File: config.mk
export PLATFORM = sky130hd
export DESIGN_NAME = regfile_sb_flat
export DESIGN_NICKNAME = d
export VERILOG_FILES = /design/src/rtl/regfile_sb_if.sv /design/src/rtl/regfile_sb.sv /design/src/flat_wrapper.sv
export SDC_FILE = /design/constraint.sdc
export NUM_CORES = 1
export LEC_CHECK = 0
export BUFFER_PORTS_ARGS = -buffer_cell sky130_fd_sc_hd__buf_2
export CORE_MARGIN = 4
export CORE_UTILIZATION = 55
export CTS_CLUSTER_DIAMETER = 120
export DETAILED_ROUTE_END_ITERATION = 8
export GPL_ROUTABILITY_DRIVEN = 0
export PLACE_DENSITY = 0.7
export SETUP_SLACK_MARGIN = 0.15
export SYNTH_ARGS = -nofsm -noshare
export SYNTH_HDL_FRONTEND = slang
export SYNTH_SLANG_ARGS = --single-unit
File: constraint.sdc
create_clock -name clk -period 2 [get_ports clk]
set_clock_uncertainty 0.15 [all_clocks]
set_input_delay 0.2 -clock clk [delete_from_list [all_inputs] [get_ports clk]]
set_output_delay 0.2 -clock clk [all_outputs]
set_load 0.005 [all_outputs]
File: src/rtl/regfile_sb_if.sv
// regfile_sb_if: read, writeback and reservation bus of regfile_sb.
interface regfile_sb_if #(
  parameter int DATA_W = 16,
  parameter int ADDR_W = 4,
  parameter int NUM_RD = 2
);
  logic [NUM_RD*ADDR_W-1:0] rd_addr;
  logic [NUM_RD*DATA_W-1:0] rd_data;
  logic [NUM_RD-1:0]        rd_busy;
  logic                     wr_en;
  logic [ADDR_W-1:0]        wr_addr;
  logic [DATA_W-1:0]        wr_data;
  logic                     rsv_en;
  logic [ADDR_W-1:0]        rsv_addr;
  logic                     busy_any;
  modport master (
    output rd_addr, wr_en, wr_addr, wr_data, rsv_en, rsv_addr,
    input  rd_data, rd_busy, busy_any
  );
  modport slave (
    input  rd_addr, wr_en, wr_addr, wr_data, rsv_en, rsv_addr,
    output rd_data, rd_busy, busy_any
  );
endinterface

File: src/rtl/regfile_sb.sv
// regfile_sb: multi-port register file with write bypass and pending-write scoreboard.
// Define REGFILE_ZERO_REG_EN to hardwire register 0 to zero (never written, never busy).
module regfile_sb #(
  parameter int DATA_W = 16,
  parameter int ADDR_W = 4,
  parameter int NUM_RD = 2
) (
  input logic          clk,
  input logic          rst,
  regfile_sb_if.slave  bus
);
  localparam int DEPTH = 1 << ADDR_W;
  logic [DATA_W-1:0] regs_q [DEPTH];
  logic [DATA_W-1:0] regs_d [DEPTH];
  logic [DEPTH-1:0]  busy_q, busy_d;
  logic              wr_ok, rsv_ok;
  logic [ADDR_W-1:0] ra  [NUM_RD];
  logic              hit [NUM_RD];
  always_comb begin
`ifdef REGFILE_ZERO_REG_EN
    wr_ok  = bus.wr_en && !rst && (bus.wr_addr != '0);
    rsv_ok = bus.rsv_en && !rst && (bus.rsv_addr != '0);
`else
    wr_ok  = bus.wr_en && !rst;
    rsv_ok = bus.rsv_en && !rst;
`endif
    regs_d = regs_q;
    busy_d = busy_q;
    if (wr_ok) begin
      regs_d[bus.wr_addr] = bus.wr_data;
      busy_d[bus.wr_addr] = 1'b0;
    end
    // reservation applied last so a new producer wins over a same-cycle write
    if (rsv_ok) busy_d[bus.rsv_addr] = 1'b1;
  end
  always_ff @(posedge clk) begin
    if (rst) begin
      for (int i = 0; i < DEPTH; i++) regs_q[i] <= '0;
      busy_q <= '0;
    end else begin
      regs_q <= regs_d;
      busy_q <= busy_d;
    end
  end
  always_comb begin
    bus.rd_data = '0;
    bus.rd_busy = '0;
    for (int p = 0; p < NUM_RD; p++) begin
      ra[p]  = bus.rd_addr[p*ADDR_W +: ADDR_W];
      hit[p] = wr_ok && (bus.wr_addr == ra[p]);
      bus.rd_data[p*DATA_W +: DATA_W] = hit[p] ? bus.wr_data : regs_q[ra[p]];
      bus.rd_busy[p] = !hit[p] && busy_q[ra[p]];
    end
  end
  assign bus.busy_any = |busy_q;
endmodule
File: src/flat_wrapper.sv
// flat-port wrapper written by rule: the top's interface ports become plain ports
module regfile_sb_flat 
#(
  parameter int DATA_W = 16,
  parameter int ADDR_W = 4,
  parameter int NUM_RD = 2
)
  (clk, rst, bus_rd_addr, bus_wr_en, bus_wr_addr, bus_wr_data, bus_rsv_en, bus_rsv_addr, bus_rd_data, bus_rd_busy, bus_busy_any);
  regfile_sb_if #(.DATA_W(DATA_W), .ADDR_W(ADDR_W), .NUM_RD(NUM_RD)) bus_i ();
  input logic clk;
  input logic rst;
  input wire logic [$bits(bus_i.rd_addr)-1:0] bus_rd_addr;
  input wire logic [$bits(bus_i.wr_en)-1:0] bus_wr_en;
  input wire logic [$bits(bus_i.wr_addr)-1:0] bus_wr_addr;
  input wire logic [$bits(bus_i.wr_data)-1:0] bus_wr_data;
  input wire logic [$bits(bus_i.rsv_en)-1:0] bus_rsv_en;
  input wire logic [$bits(bus_i.rsv_addr)-1:0] bus_rsv_addr;
  output wire logic [$bits(bus_i.rd_data)-1:0] bus_rd_data;
  output wire logic [$bits(bus_i.rd_busy)-1:0] bus_rd_busy;
  output wire logic [$bits(bus_i.busy_any)-1:0] bus_busy_any;
  assign bus_i.rd_addr = bus_rd_addr;
  assign bus_i.wr_en = bus_wr_en;
  assign bus_i.wr_addr = bus_wr_addr;
  assign bus_i.wr_data = bus_wr_data;
  assign bus_i.rsv_en = bus_rsv_en;
  assign bus_i.rsv_addr = bus_rsv_addr;
  assign bus_rd_data = bus_i.rd_data;
  assign bus_rd_busy = bus_i.rd_busy;
  assign bus_busy_any = bus_i.busy_any;
  regfile_sb #(.DATA_W(DATA_W), .ADDR_W(ADDR_W), .NUM_RD(NUM_RD)) u_core (.clk(clk), .rst(rst), .bus(bus_i));
endmodule
* Yosys cells after proc, flatten, opt, wreduce, memory -nomap -nowiden
Cells that the tools add are included.
Widths: inputs -> output; s select.
** Word-level totals
- Flip-flop bits (word level) :: 272
- Input bits :: 36
- Logic and storage cells :: 69
- Output and inout port bits :: 35
** Cells by class
- Equality and inequality tests :: 2
- Bitwise operators :: 6
- Reductions and logical operators :: 13
- $lt $le $gt $ge :: 10
- Muxes and demuxes :: 21
** Operators by type and width (count)
- $bwmux 256 :: 1
- $mux 16 :: 9
- $bmux 16 s4 :: 2
- $demux 16 s4 :: 1
- $lt 4x5->1 const B :: 4
- $and 16x16->16 :: 1
- $not 16->16 :: 1
- $or 16x16->16 :: 1
- $reduce_or 16->1 :: 1
- $ge 5x5->1 const B :: 3
- $not 4->5 :: 3
- $logic_and 1x1->1 :: 9
- $bmux 1 s4 :: 2
- $demux 1 s4 :: 2
- $eq 4x4->1 :: 2
- $ge 4x1->1 const B :: 2
- $lt 5x1->1 const B :: 1
- $mux 1 :: 4
- $logic_not 1->1 :: 3

* Longest topological paths before layout
Gate-level depths: netlist (run 1).
- Depth after elaboration :: 9
- Depth in mapped cells :: 8
- Gate-level depth less buffers :: 4

* Worst setup path after synthesis (run 1)
No wires, ideal clock.
- Kind :: input to output
- From :: input bus_rd_addr[7]
- To :: output bus_rd_data[20]
- Setup slack :: 0.072 ns
- Arrival :: 1.578 ns
- Stages on the path :: 7
- Buffers on the path :: 3
- Data required time :: 1.650 ns
- Cell sequence :: clkbuf_1 buf_2 buf_2 mux4_2 mux2i_1 mux2i_1 mux2_2
** Between the ends
- Cells in the longest elaborated chain, start to end :: 5
- Elaborated cells on any way between the ends :: 7
- Those cells by class :: 1 x eq/ne; 4 x mux; 1 x bitwise; 1 x reduce/logical
** RTL lines
- start, declared :: line flat_wrapper.sv:12 : input wire logic [$bits(bus_i.rd_addr)-1:0] bus_rd_addr;
- $not 4->5 (implied by the code) :: line regfile_sb.sv:51 : bus.rd_data[p*DATA_W +: DATA_W] = hit[p] ? bus.wr_data : regs_q[ra[p]];
- $bmux 16 s4 :: line regfile_sb.sv:51
- $mux 16 (implied by the code) (2 in series) :: line regfile_sb.sv:51
- $mux 16 * :: line regfile_sb.sv:51
- end, declared :: line flat_wrapper.sv:18 : output wire logic [$bits(bus_i.rd_data)-1:0] bus_rd_data;
Mark *: on every way between the ends. The rest lies on a longest branch, timed or not. The select of a mux whose other input is x is not followed.

* Worst setup path in the final report (run 1)
- From :: register u_core.regs_q[1] (netlist name)
- To :: output bus_rd_data[17]
** Between the ends
- Cells in the longest elaborated chain, start to end :: 4
** RTL lines
- start, declared :: line regfile_sb.sv:13 : logic [DATA_W-1:0] regs_q [DEPTH];
- start signal, assigned :: line regfile_sb.sv:41 : regs_q <= regs_d;
- $bmux 16 s4 :: line regfile_sb.sv:51
- $mux 16 (implied by the code) (2 in series) :: line regfile_sb.sv:51
- $mux 16 :: line regfile_sb.sv:51
No other way between the ends. The select of a mux whose other input is x is not followed.

==> results.md, run 1 <==
- Final worst slack: -611 ps
- Hold wc startpoint: bus_rsv_addr[1]
- Reg2Reg Depth: 5
- WP data arrival: 2260 ps
- Avg WL per Cell: 24.0 um
- LEAKAGE: 6.35 nW
- Slew headroom: 0.496
- Post-DRT Antenna Nets: 0
- Least-Margin Pin Slew: 754 ps
- Final period utilization: 1.31
- Sink Count: 272
- Final hold vios: 0
- Yosys reg bits: about 270
- Area grow syn2layout: 23.7%
- Post-layout instance area: 18000 um^2
- Sequential area share after synthesis: 0.375
- Post-synth top flop: dfxtp_1
- Critical Path End Type: primary output
- Placed Area: 15900 um^2
- Delay-heaviest family, CP: multiplexers
- Clk_lat worst skew: 570 ps
- CTS clk-pin slew, worst paths: 60 ps
- EDFF count, synth: 0
- Core Area: roughly 26000 um^2
- Int Power: 9.43 mW
- Total die area: a little under 30000 um^2
- Largest net degree at the start of global routing: 116
- Xor/xnor cell area share of the yosys netlist: 0.00482
- Most common cell on crit path: mux2i_2
- Clock network fraction of total power: 0.464
- Gr ovfl total: 0
- VDD IR max: approximately 0.73 mV
- Post-DP HPWL: between 30000 and 40000 um
- Synth top area cells: dfxtp_1, mux4_2, nand2_1
- FF-to-FF setup slack: between 400 and 500 ps
- Post-Synth Adder-Cell Area: 0
- Worst-path cell chain: mux4_2 > mux2i_2 > buf_4 > mux2i_2 > mux2_4 > buf_6
- Core Rows: slightly below 60
- Syn Nets: 1614
- Area leader, netlist: dfxtp_1
- Mapped Area: 14500 um^2
- First-pass GRT wire length: 73600 um
- DP Worst Slack: -451 ps
- # fillers: between 1500 and 2000
- CTS tree: done
- Critical Path Start: u_core.regs_q[1]$_SDFFE_PP0P_
- CP Depth: 6
- Synth Area in Simple Gates: 0.161
- Initial antenna violation count: 1
- DRT iter0 DRCs: ~1800
- CP required: 1650 ps
- Worst min-delay path category: in -> reg
- Max FO, Critical Path: 3
- Yosys top cell area share: 0.375
- Crit path to: bus_rd_data[17]
- WL final: 48300 um
- Fin crit period: 2610 ps
- Die Ht: 171 um
- Avg Synthesized Cell Area: 9.20 um^2
- RSZ-0062 raised after global routing: true
- Layout cells sized above 1: 0.316
- Yosys warnings: 0
- Vias in the first global route: 12900
- Vias per cell: ~6.5
- Nets: approximately 1700
- Flop pwr share: 0.440
- Maximum clock path buffer count: 3
- Ant diodes: 0
- CP max stage cell: mux4_2
- Initial Utilization: 0.559
- Logic pwr share: 0.096
- H-tree levels: 1
- Post-synthesis cell count: between 1500 and 2000
- Synth Area in Compound Gates: 0.0980
- Post-Route Setup TNS: -16550 ps
- Num ports: 71
- Number of port buffers: 70
- Failing checks: setup timing
- Switching Fraction: 0.244
- Sw power: 3.05 mW
- Total power: 12.5 mW
- DR pass1 iterations: 6
- Crit path kind: reg -> out
- Main combinational cell family by area after synthesis: multiplexers
- PwrDens: between 600 and 700 nW/um^2
- Synth cell types: 35
- Root Driver: clkbuf_16
- Status: finished with violations
- Worst path max stage delay: 490 ps
- GRT Overall Usage: 0.325
- Die Wd: around 170 um
- Post-synthesis mux area share: 0.308
- RR Startpoint: u_core.regs_q[81]$_SDFFE_PP0P_
- CP bufs+invs: 2
- Vias: 13000
- Fmax: approximately 380 MHz
- CTS Buf Count: 29
- Max_cap viols: 0
- Drt drc: 0
- Fraction of registers with async set/reset: 0
- Max-slew violations: 0
- Final setup violation count: 34
- Worst setup SP type: flop
- R2R Path End: u_core.regs_q[81]$_SDFFE_PP0P_
-- stage by stage --
| stage | instances | utilization | hold slack [ps] |
|---|---|---|---|
| 2_1_floorplan | 1578 | - | 198 |
| 3_3_place_gp | 1928 | 0.611 | 300 |
| 3_5_place_dp | 1928 | 0.611 | 306 |
| 4_1_cts | 2008 | 0.682 | 8.87 |
| 5_1_grt | 2013 | 0.691 | 61.7 |
| 6_report | 2013 | 0.691 | 20.4 |
-- power by group through the flow --
| stage | Clock [mW] | Combinational (mW) | Sequential [mW] |
|---|---|---|---|
| 2_1_floorplan | 0 | 0.693 | 5.60 |
| 3_3_place_gp | 0 | 1.05 | 5.61 |
| 3_5_place_dp | 0 | 1.06 | 5.61 |
| 4_1_cts | 5.77 | 1.14 | 5.49 |
| 5_1_grt | 6.02 | 1.24 | 5.50 |
| 6_report | 5.79 | 1.19 | 5.49 |
-- state kept, by name (all words and copies together), names as in the netlist --
register       flops
u_core.busy_q     16
u_core.regs_q    256
-- worst register-to-register path: stages (launching register included) --
cell,delay [ps]
dfxtp_2,320
buf_6,110
buf_4,120
nand2_1,50
a21oi_1,70
dlygate4sd3_1,590
-- synth_stat cells, types with 2 or more instances --
cell type	n
and3_1	4
buf_12	2
mux2i_1	98
clkbuf_1	95
mux2_2	34
buf_1	9
and2_0	2
nor4_1	4
nor2b_1	5
buf_2	51
a22oi_1	14
nor3_1	2
and4b_1	2
nand3_2	2
nor4bb_1	3
nand3_1	4
buf_6	3
nand2_1	527
buf_4	3
clkbuf_2	2
xnor2_1	2
o211a_1	2
a21oi_1	256
mux4_2	124
dfxtp_1	272
xor2_1	6
mux4_1	12
nor2_1	21
and2_1	10
a32oi_1	2
-- timing repair --
| action | 4_1_cts | 5_1_grt |
|---|---|---|
| gates resized for setup | 147 | 56 |
| setup buffers | 5 | 5 |
| endpoints found under the setup margin | 35 | 35 |
| gates cloned | 0 | 0 |
| pin swaps | 4 | 2 |
| hold endpoints to repair | 262 | 0 |
| hold buffers | 22 | 0 |
-- how the worst min path moves through the flow --
stage	end	depth (start not counted)
after detailed placement	u_core.regs_q[75]$_SDFFE_PP0P_	2
after global placement	u_core.regs_q[206]$_SDFFE_PP0P_	2
after CTS	u_core.busy_q[12]$_SDFF_PP0_	5
after floorplan	u_core.busy_q[13]$_SDFF_PP0_	2
final	u_core.busy_q[12]$_SDFF_PP0_	5
after global routing	u_core.busy_q[12]$_SDFF_PP0_	5
-- cells by family (layout without fill, tap and decap cells) --
logic type | after synthesis | count (layout)
flops | 272 | 272
buf+inv | 167 | 267
xor+xnor | 8 | 8
simple gates | 589 | 589
mux | 268 | 268
compound gates | 274 | 274
-- cell type report --
type | count | area, um^2 | area share
tap | 335 | 419 | 0.0233
timing repair buffer | 213 | 2190 | 0.122
clock inverter | 7 | 128 | 0.00711
clock buffer | 46 | 900 | 0.0501
inverter | 1 | 3.75 | 0.000209
multi-input combinational | 1139 | 8780 | 0.489
sequential | 272 | 5550 | 0.309
-- layer usage --
metal,vias to the layer above,track usage,wire length (um)
met5,-,0,20
met4,2,0.147,1930
met3,167,0.0649,5010
met2,840,0.523,23000
met1,6355,0.429,18300
li1,5673,-,-
-- placed cells by master (no fill, tap or decap), drive strengths merged, types with 5 or more instances in the layout --
cell / netlist / final
and2: 12 / 12
clkbuf: 97 / 47
nand2: 527 / 527
mux2: 34 / 34
dfxtp: 272 / 272
nor2: 21 / 21
nand3: 6 / 6
a22oi: 14 / 14
xor2: 6 / 6
mux2i: 98 / 98
dlygate4sd3: 0 / 22
nor2b: 5 / 5
mux4: 136 / 136
buf: 69 / 190
a21oi: 256 / 256
(Power assumes the default switching activity.)
==> run 2, diff against run 1 <==
- CELL_PAD_IN_SITES_DETAIL_PLACEMENT: unset -> 2
- CELL_PAD_IN_SITES_GLOBAL_PLACEMENT: unset -> 2
- CORE_UTILIZATION: 55 -> 39
- PLACE_DENSITY: 0.7 -> 0.76
==> results.md, run 2 (synthesis gave the netlist of run 1 again) <==
- Vias in the first global route: 15900
- WP data arrival: 2320 ps
- Slew headroom: 0.553
- Switching Fraction: 0.266
- Fmax: 374 MHz
- Fin crit period: between 2000 and 3000 ps
- Final worst slack: -675 ps
- Sw power: 3.61 mW
- Critical Path End Type: primary output
- GRT Overall Usage: 0.366
- RR Startpoint: u_core.regs_q[160]$_SDFFE_PP0P_
- Drt drc: 0
- CP max stage cell: mux4_2
- Least-Margin Pin Slew: around 670 ps
- Final period utilization: 1.34
- Final hold vios: 0
- Die Wd: between 200 and 250 um
- CTS clk-pin slew, worst paths: around 60 ps
- Vias: between 10000 and 15000
- Post-DRT Antenna Nets: 0
- Hold Crit Endpoint: u_core.regs_q[106]$_SDFFE_PP0P_
- Worst min-delay path category: in -> reg
- Worst setup SP type: flop
- Largest register by flop count: u_core.regs_q
- Initial antenna violation count: 1
- Delay-heaviest family, CP: multiplexers
- PwrDens: 730 nW/um^2
- Clk_lat worst skew: 530 ps
- R2R Path End: u_core.regs_q[160]$_SDFFE_PP0P_
- CP required: 1650 ps
- Int Power: 9.96 mW
- Max-slew violations: 0
- Flop pwr share: 0.406
- Num ports: 71
- CP bufs+invs: 1
- Worst path max stage delay: 520 ps
- DR pass1 iterations: 5
- Status: finished with violations
- CTS Buf Count: 35
- Largest net degree at the start of global routing: ~130
- Layout cells sized above 1: 0.366
- Avg WL per Cell: 36.3 um
- Hold path depth: 3
- LEAKAGE: 6.51 nW
- Multi-input logic area: between 8000 and 9000 um^2
- Post-DP HPWL: 41400 um
- Logic pwr share: 0.101
- Vias per cell: approximately 6.7
- WL final: 79200 um
- Largest regs: u_core.regs_q (256), u_core.busy_q (16)
- Total power: 13.6 mW
- CTS tree: done
- Failing checks: setup timing
- Most common cell after layout, fill and taps aside: nand2_1
- DRT iter0 DRCs: 1460
- Final setup violation count: 34
- Storage cell area: 5610 um^2
- Crit path kind: reg -> out
- Max FFs per register: 256
- Initial Utilization: 0.396
- # fillers: 3694
- Maximum clock path buffer count: 3
- VDD IR max: 0.591 mV
- Reg2Reg Depth: 2
- Most frequent cells in the layout: nand2_1, a21oi_1, dfxtp_1
- First-pass GRT wire length: 112000 um
- RSZ-0062 raised after global routing: true
- Max FO, Critical Path: 3
- Worst-path cell chain: mux4_2 > mux2i_2 > mux2i_4 > mux2_4 > buf_6
- Max_cap viols: 0
- Root Driver: clkbuf_16
- Hold wc startpoint: bus_wr_data[10]
- Core Rows: 70
- Area grow syn2layout: 28.0%
- Post-Route Setup TNS: -18030 ps
- FF-to-FF setup slack: 890 ps
- Sink Count: 272
- Nets: around 1700
- Total die area: between 40000 and 50000 um^2
- H-tree levels: 2
- Core Area: 36700 um^2
- Clock network fraction of total power: 0.493
- Gr ovfl total: 0
- Number of port buffers: 70
- Die Ht: 201 um
## run 2: cell types whose count changed in the layout (fill, tap and decap cells not counted), sizes merged
cell         delta
buf            +27
bufinv          +1
clkbuf          +1
clkinv          +6
diode           +2
dlygate4sd3     -4
## run 2: repair_timing
action,4_1_cts,5_1_grt
pin swaps,1,1
hold endpoints to repair,112,0
cloned,0,0
endpoints found under the setup margin,35,35
gates resized for setup,160,110
setup buffers,2,2
hold buffers,18,0
## run 2: tightest hold or removal path, stage by stage
cell	delay (ps)
buf_2	270
nand2_1	130
a21oi_1	50
## run 2: how the worst max path moves through the flow
stage	from	endpoint	depth (start not counted)
3_3_place_gp	bus_rd_addr[0]	bus_rd_data[0]	8
6_report	u_core.regs_q[59]$_SDFFE_PP0P_	bus_rd_data[11]	5
3_5_place_dp	bus_rd_addr[0]	bus_rd_data[0]	8
2_1_floorplan	bus_rd_addr[3]	bus_rd_busy[0]	6
4_1_cts	u_core.regs_q[101]$_SDFFE_PP0P_	bus_rd_data[5]	6
5_1_grt	u_core.regs_q[59]$_SDFFE_PP0P_	bus_rd_data[11]	5
## run 2: routing by layer
metal	wire length, um	GRT usage
met5	0	0
met4	5980	0.203
met3	6550	0.0677
met2	37900	0.622
met1	28700	0.438
## run 2: final cells by class
class	instances	share of cell area
Antenna cell	2	0.000269
Clock buffer	47	0.0528
Clock inverter	14	0.00969
Inverter	1	0.000202
Multi-Input combinational cell	1139	0.478
Sequential cell	272	0.302
Tap cell	468	0.0315
Timing Repair Buffer	236	0.126
## run 2: power groups by stage
stage / sequential, mW / combinational [mW] / clock, mW
after floorplan: 5.60 / 0.693 / 0
after global placement: 5.61 / 1.11 / 0
after detailed placement: 5.62 / 1.15 / 0
after CTS: 5.50 / 1.25 / 6.65
after global routing: 5.51 / 1.39 / 6.98
final: 5.51 / 1.37 / 6.69
## run 2: per-stage QoR
stage / std cells / hold slack [ps] / util / worst slack, ps / cell area [um^2]
after floorplan: 1578 / 198 / - / 135 / 14600
after global placement: 2094 / 301 / 0.444 / -369 / 16300
after detailed placement: 2094 / 319 / 0.444 / -422 / 16300
after CTS: 2175 / 7.64 / 0.496 / -625 / 18200
after global routing: 2178 / 26.4 / 0.507 / -661 / 18600
final: 2179 / 24.9 / 0.507 / -675 / 18600
